## src/rtl/vga_pkg.sv

```systemverilog
// rtl/vga_pkg.sv - VGA timing presets, sync polarities and colour-bar table
package vga_pkg;

  localparam logic SYNC_POS = 1'b1;
  localparam logic SYNC_NEG = 1'b0;

  // 640x480@60 (25.175 MHz pixel clock)
  localparam int   VGA640_H_SYNC   = 96;
  localparam int   VGA640_H_BP     = 48;
  localparam int   VGA640_H_ACT    = 640;
  localparam int   VGA640_H_FP     = 16;
  localparam int   VGA640_V_SYNC   = 2;
  localparam int   VGA640_V_BP     = 33;
  localparam int   VGA640_V_ACT    = 480;
  localparam int   VGA640_V_FP     = 10;
  localparam logic VGA640_SYNC_POL = SYNC_NEG;

  // 800x600@72 (50 MHz pixel clock)
  localparam int   SVGA800_H_SYNC   = 120;
  localparam int   SVGA800_H_BP     = 64;
  localparam int   SVGA800_H_ACT    = 800;
  localparam int   SVGA800_H_FP     = 56;
  localparam int   SVGA800_V_SYNC   = 6;
  localparam int   SVGA800_V_BP     = 23;
  localparam int   SVGA800_V_ACT    = 600;
  localparam int   SVGA800_V_FP     = 37;
  localparam logic SVGA800_SYNC_POL = SYNC_POS;

  // {r,g,b}: black, blue, green, cyan, red, magenta, yellow, white
  localparam logic [2:0] BAR_RGB [8] = '{
    3'b000, 3'b001, 3'b010, 3'b011, 3'b100, 3'b101, 3'b110, 3'b111
  };

endpackage

```

## src/rtl/vga_delay_line.sv

```systemverilog
// rtl/vga_delay_line.sv - ce-qualified shift register, DEPTH=0 is a plain wire
module vga_delay_line #(
  parameter int WIDTH = 1,
  parameter int DEPTH = 1
) (
  input  logic             clk,
  input  logic             rst,
  input  logic             ce,
  input  logic [WIDTH-1:0] d,
  output logic [WIDTH-1:0] q
);

  if (DEPTH == 0) begin : g_wire
    logic unused_ctrl;
    assign unused_ctrl = clk ^ rst ^ ce;
    assign q = d;
  end else begin : g_pipe
    logic [WIDTH-1:0] stage [DEPTH];

    always_ff @(posedge clk) begin
      if (rst) begin
        for (int i = 0; i < DEPTH; i++) stage[i] <= '0;
      end else if (ce) begin
        stage[0] <= d;
        for (int i = 1; i < DEPTH; i++) stage[i] <= stage[i-1];
      end
    end

    assign q = stage[DEPTH-1];
  end

endmodule

```

## src/rtl/vga_timing_gen.sv

```systemverilog
// rtl/vga_timing_gen.sv - parametrised VGA timing generator with pixel-latency compensation
// Define VGA_TESTPAT_EN to add test_mode and the internal 8-bar colour generator.
module vga_timing_gen
  import vga_pkg::*;
#(
  parameter int   CNT_W    = 12,
  parameter int   H_SYNC   = 96,
  parameter int   H_BP     = 48,
  parameter int   H_ACT    = 640,
  parameter int   H_FP     = 16,
  parameter int   V_SYNC   = 2,
  parameter int   V_BP     = 33,
  parameter int   V_ACT    = 480,
  parameter int   V_FP     = 10,
  parameter logic SYNC_POL = 1'b1,
  parameter int   RGB_W    = 1,
  parameter int   PIX_LAT  = 1
) (
  input  logic             clk,
  input  logic             rst,
  input  logic             ce,
`ifdef VGA_TESTPAT_EN
  input  logic             test_mode,
`endif
  input  logic [RGB_W-1:0] pixel_r,
  input  logic [RGB_W-1:0] pixel_g,
  input  logic [RGB_W-1:0] pixel_b,
  output logic             req_valid,
  output logic [CNT_W-1:0] req_x,
  output logic [CNT_W-1:0] req_y,
  output logic [RGB_W-1:0] vga_r,
  output logic [RGB_W-1:0] vga_g,
  output logic [RGB_W-1:0] vga_b,
  output logic             vga_hsy,
  output logic             vga_vsy,
  output logic             vga_de,
  output logic             frame_start,
  output logic             line_start
);

  localparam int H_TOT = H_SYNC + H_BP + H_ACT + H_FP;
  localparam int V_TOT = V_SYNC + V_BP + V_ACT + V_FP;

  localparam logic [CNT_W-1:0] H_LAST = CNT_W'(H_TOT - 1);
  localparam logic [CNT_W-1:0] V_LAST = CNT_W'(V_TOT - 1);
  localparam logic [CNT_W-1:0] H_SW   = CNT_W'(H_SYNC);
  localparam logic [CNT_W-1:0] V_SW   = CNT_W'(V_SYNC);
  localparam logic [CNT_W-1:0] H_BEG  = CNT_W'(H_SYNC + H_BP);
  localparam logic [CNT_W-1:0] H_END  = CNT_W'(H_SYNC + H_BP + H_ACT);
  localparam logic [CNT_W-1:0] V_BEG  = CNT_W'(V_SYNC + V_BP);
  localparam logic [CNT_W-1:0] V_END  = CNT_W'(V_SYNC + V_BP + V_ACT);

  if (H_ACT % 8 != 0) begin : g_bad_h_act
    $error("vga_timing_gen: H_ACT must be divisible by 8");
  end
  if (H_TOT >= (1 << CNT_W) || V_TOT >= (1 << CNT_W)) begin : g_bad_totals
    $error("vga_timing_gen: H_TOT/V_TOT do not fit in CNT_W bits");
  end
  if (PIX_LAT < 0 || PIX_LAT > 15) begin : g_bad_lat
    $error("vga_timing_gen: PIX_LAT must be 0..15");
  end

  logic [CNT_W-1:0] hcnt, vcnt;

  always_ff @(posedge clk) begin
    if (rst) begin
      hcnt <= '0;
      vcnt <= '0;
    end else if (ce) begin
      if (hcnt == H_LAST) begin
        hcnt <= '0;
        vcnt <= (vcnt == V_LAST) ? '0 : vcnt + 1'b1;
      end else begin
        hcnt <= hcnt + 1'b1;
      end
    end
  end

  logic h_act, v_act;
  logic hs_raw, vs_raw, de_raw, fs_raw, ls_raw;

  assign h_act     = (hcnt >= H_BEG) && (hcnt < H_END);
  assign v_act     = (vcnt >= V_BEG) && (vcnt < V_END);
  assign req_valid = h_act && v_act;
  assign req_x     = req_valid ? hcnt - H_BEG : '0;
  assign req_y     = req_valid ? vcnt - V_BEG : '0;

  // Syncs travel active-high so a cleared pipe reads as inactive.
  assign hs_raw = (hcnt < H_SW);
  assign vs_raw = (vcnt < V_SW);
  assign de_raw = req_valid;
  assign ls_raw = req_valid && (req_x == '0);
  assign fs_raw = ls_raw && (req_y == '0);

  logic [RGB_W-1:0] src_r, src_g, src_b;

`ifdef VGA_TESTPAT_EN
  localparam int DL_W = 9;
  logic [DL_W-1:0]  dl_d, dl_q;
  logic [CNT_W-1:0] bar_idx;
  logic [2:0]       bar_rgb;

  assign bar_idx = req_x / CNT_W'(H_ACT / 8);
  assign bar_rgb = BAR_RGB[bar_idx[2:0]];
  assign dl_d    = {test_mode, bar_rgb, hs_raw, vs_raw, de_raw, fs_raw, ls_raw};
  // Mode bit rides the pipe so switching lands on an exact pixel boundary.
  assign src_r   = dl_q[8] ? {RGB_W{dl_q[7]}} : pixel_r;
  assign src_g   = dl_q[8] ? {RGB_W{dl_q[6]}} : pixel_g;
  assign src_b   = dl_q[8] ? {RGB_W{dl_q[5]}} : pixel_b;
`else
  localparam int DL_W = 5;
  logic [DL_W-1:0] dl_d, dl_q;

  assign dl_d  = {hs_raw, vs_raw, de_raw, fs_raw, ls_raw};
  assign src_r = pixel_r;
  assign src_g = pixel_g;
  assign src_b = pixel_b;
`endif

  vga_delay_line #(
    .WIDTH (DL_W),
    .DEPTH (PIX_LAT)
  ) u_delay (
    .clk (clk),
    .rst (rst),
    .ce  (ce),
    .d   (dl_d),
    .q   (dl_q)
  );

  always_ff @(posedge clk) begin
    if (rst) begin
      vga_hsy     <= ~SYNC_POL;
      vga_vsy     <= ~SYNC_POL;
      vga_de      <= 1'b0;
      frame_start <= 1'b0;
      line_start  <= 1'b0;
      vga_r       <= '0;
      vga_g       <= '0;
      vga_b       <= '0;
    end else if (ce) begin
      vga_hsy     <= dl_q[4] ^ ~SYNC_POL;
      vga_vsy     <= dl_q[3] ^ ~SYNC_POL;
      vga_de      <= dl_q[2];
      frame_start <= dl_q[1];
      line_start  <= dl_q[0];
      vga_r       <= dl_q[2] ? src_r : '0;
      vga_g       <= dl_q[2] ? src_g : '0;
      vga_b       <= dl_q[2] ? src_b : '0;
    end
  end

endmodule

```

## config.mk

```make
export PLATFORM = sky130hd
export DESIGN_NAME = vga_timing_gen
export DESIGN_NICKNAME = d
export VERILOG_FILES = /design/src/rtl/vga_pkg.sv /design/src/rtl/vga_delay_line.sv /design/src/rtl/vga_timing_gen.sv
export SDC_FILE = /design/constraint.sdc
export NUM_CORES = 1
export LEC_CHECK = 0
export ABC_AREA = 1
export BUFFER_PORTS_ARGS = -buffer_cell sky130_fd_sc_hd__buf_2
export CAP_MARGIN = 20
export CORE_ASPECT_RATIO = 0.8
export CORE_MARGIN = 1.5
export CORE_UTILIZATION = 40
export DETAILED_ROUTE_END_ITERATION = 8
export GPL_TIMING_DRIVEN = 0
export PLACE_DENSITY = 0.7
export SYNTH_ARGS = -nofsm -noshare
export SYNTH_HDL_FRONTEND = slang
export SYNTH_SLANG_ARGS = --single-unit
```

## constraint.sdc

```tcl
create_clock -name clk -period 3.65 [get_ports clk]
set_input_delay 0.365 -clock clk [delete_from_list [all_inputs] [get_ports clk]]
set_output_delay 0.365 -clock clk [all_outputs]
set_load 0.03 [all_outputs]
```

==> flow_summary.toml <==
[clock_tree]
cts.sinks = 37
tritoncts = "built"
cts.repair_timing.setup_buffer_count = 0
clkTransAtPathRegs_ns = 0.08
clock_path_buffers = 2
ctsHtreeMaxLevel = 2
cts_made_buffers = 5
post_cts_hold_buffer_count = 0
clock_latency_of_the_later_clocked_register_in_the_worst_skew_pair_ns = 0.30
ctsRootBufferMaster = "sky130_fd_sc_hd__clkbuf_8"
total_of_cells_resized_after_clock_tree_synthesis = 0

[yosys]
synth_adder_area_share_pct = 3.52
ys_top_cells_by_area = "sky130_fd_sc_hd__dfxtp_1, sky130_fd_sc_hd__nand2_1, sky130_fd_sc_hd__inv_1, sky130_fd_sc_hd__nor2_1, sky130_fd_sc_hd__edfxtp_1"
synthXorXnorAreaFrac_pct = 4.58
synth_simple_gate_area_share_pct = 41.4
netlist.top_cell.by_area = "sky130_fd_sc_hd__dfxtp_1"
synth_top_family_by_area = "simple AND/OR/NAND/NOR gates"
synth.area.mux_share_pct = 0
synth-seq-cells = 37
synth_instances = 365
synth_cell_type_count = 38
synth.avg_cell_area_um2 = 6.81
yosysSeqAreaShare_pct = 31.8
netlist.area_leader.share_pct = 25.8
synth-warning-count = 0
synth_compound_gate_area_share_pct = 8.10
syn_nets = 378
synth.cell_area_um2 = 2490

[drt]
highest-signal-layer = "met4"
route.vias.total = 2366
wl_per_cell_um = 12.2
via_per_inst = 4.82
met2RoutedLength_um = 2430
drt_drc_violations_left = 0
first_iter_violations = 158
route.met3.wl_um = 425
wirelength_um = 5990
m1WireLength_um = 3010
route.antenna.remaining_nets = 0
detail_route.first_pass.iterations = 4

[cells_and_area]
multiInputGateArea_um2 = 1440
total_number_of_nets_in_the_final_design = 422
most_common_library_cell_in_the_layout_ignoring_fill_and_taps = "sky130_fd_sc_hd__nand2_1"
area.sequential_um2 = 791
commonest_non_fill_non_tap_cells_in_the_layout = "sky130_fd_sc_hd__nand2_1, sky130_fd_sc_hd__inv_1, sky130_fd_sc_hd__nor2_1"
insertedDiodeCount = 0
instances_no_fill = 491
growth_of_design_area_from_synthesis_to_finish_pct = 16.2
post_route_cells_drive_above_1_share_pct = 23.7
final.fill_count = 634

[timing]
slew_headroom_pct = 62.4
min_period_ns = 2.74
clock_skew_ns = 0.00717
drv_slew = 0
fin_crit_sh_pct = 75.2
fmax_ghz = 0.364
finalHoldViolCount = 0
setup_failing_eps_final = 0
worst_slew_pin_slew_ns = 0.556
final.setup.tns_ns = 0
rsz0062_at_grt = "no"

[placement]
routability_congestion_estimate_from_global_placement = 0.936
port_buffers = 37
dpl.hpwl_um = 4660
post-place-cells = 483

[global_routing]
grt_pass1_vias = 2132
grt_max_degree = 14
grt.total_usage_pct = 19.2
globalRouteOverflowTotal = 0
initial_antenna_violation_count = 0
grt_pass1_wl_um = 10000

[flow_run]
maxCapViolCount = 0

[floorplanning]
floorplan.core_area_um2 = 5940
die_x_um = 91.1
initial_core_util_pct = 41.8
design.die.area_um2 = 6700
die_height_um = 73.5
floorplan.io_pins = 39
rows = 25

[critical_path]
critical_path.top_delay_family = "simple AND/OR/NAND/NOR gates"
cp_data_required_time_ns = 3.28
cp.arrival_ns = 2.38
critical-path-max-stage-delay_ns = 0.49
timing.critical_path.cells = "inv_2 -> ha_1 -> nand2_2 -> nand2_1 -> nand3_2 -> nand2_2 -> nor2_4 -> inv_2 -> buf_6 -> nor2_1 -> buf_2"
cp-start-kind = "flip-flop"
worstSetupPathType = "reg2out"
critical_path_peak_fanout = 10
timing.critical_path.to_type = "output pin"
crit_slowest_cell = "sky130_fd_sc_hd__dfxtp_1"
critical_path_buffers_and_inverters = 4

[pwr]
cellPowerDensity_nw_per_um2 = 290
static-leakage-power_nw = 1.44
vdd.ir_drop.worst_mv = 0.160

[min_path]
hold_class = "in2reg"

[outcome]
status = "completed"
registers in the layout (all words and copies together) (netlist names):
| signal | cells |
|---|---|
| hcnt | 12 |
| vcnt | 12 |
| u_delay.g_pipe.stage | 5 |
| frame_start | 1 |
| line_start | 1 |
| vga_b | 1 |
| vga_de | 1 |
| vga_g | 1 |
| vga_hsy | 1 |
| vga_r | 1 |
| vga_vsy | 1 |
final cells by class:
type,count,share of cell area [%]
clock buffers,5,2.38
clock inverters,3,1.60
multi-input cells,265,49.7
repair buffers,37,6.41
plain buffers,6,1.52
well taps,81,3.51
inverters,57,7.50
flip-flops and latches,37,27.4
metrics by stage:
stage               instance area [um2]  worst slack, ns  total power (W)  hold slack [ns]  utilization, %
floorplan                          2490             1.29         0.000463            0.434               -
global placement                   2770             1.27         0.000477            0.445            46.7
detailed placement                 2770             1.26         0.000478            0.453            46.7
CTS                                2890            0.919         0.000844            0.298            48.6
global route                       2890            0.733         0.000864            0.313            48.6
finish                             2890            0.905         0.000838            0.299            48.6
path summary, 6_finish.rpt:
path | slack, ns | startpoint | depth (start not counted) | end
worst max register to register | 1.55 | hcnt[4] | 12 | u_delay.g_pipe.stage[0][1]
worst min register to register | 0.46 | frame_start | 2 | frame_start
worst min-delay path | 0.30 | rst | 2 | frame_start
worst max-delay path | 0.91 | hcnt[4] | 11 | req_y[9]
cell families after synthesis:
group / after synthesis
AND/OR/NAND/NOR: 208
buffers and inverters: 63
flip-flops: 37
AO/OA/AOI/OAI: 36
XOR/XNOR: 13
adder cells (fa/ha/maj): 7
other: 1
report_power, final:
part | internal [W] | switching [W] | total, W
combinational | 0.0000125 | 0.0000324 | 0.0000449
sequential | 0.000420 | 0.00000406 | 0.000424
clock | 0.000205 | 0.000164 | 0.000369
total | 0.000637 | 0.000201 | 0.000838
metal layers:
| layer | GRT usage [%] | vias up |
|---|---|---|
| li1 | - | 1247 |
| met1 | 28.1 | 1037 |
| met2 | 28.0 | 73 |
| met3 | 3.31 | 9 |
| met4 | 7.47 | 0 |
| met5 | 0 | - |
synth_stat cells, drive strengths merged:
cell / n
a21oi: 22
buf: 5
clkbuf: 1
clkinv: 1
conb: 1
dfxtp: 32
edfxtp: 5
ha: 7
inv: 56
nand2: 93
nand3: 32
nand4: 7
nor2: 61
nor3: 11
nor3b: 2
nor4: 1
o21ai: 11
o31ai: 1
o32ai: 1
o41ai: 1
or2: 1
xor2: 13
worst reg2reg max path: cells and delay by family (launching register included):
family / cells / cell delay, ns
adder cells (fa/ha/maj): 1 / 0.25
buffers and inverters: 1 / 0.10
flip-flops: 1 / 0.49
AND/OR/NAND/NOR: 10 / 1.02
Power figures use the tool's default switching activity.
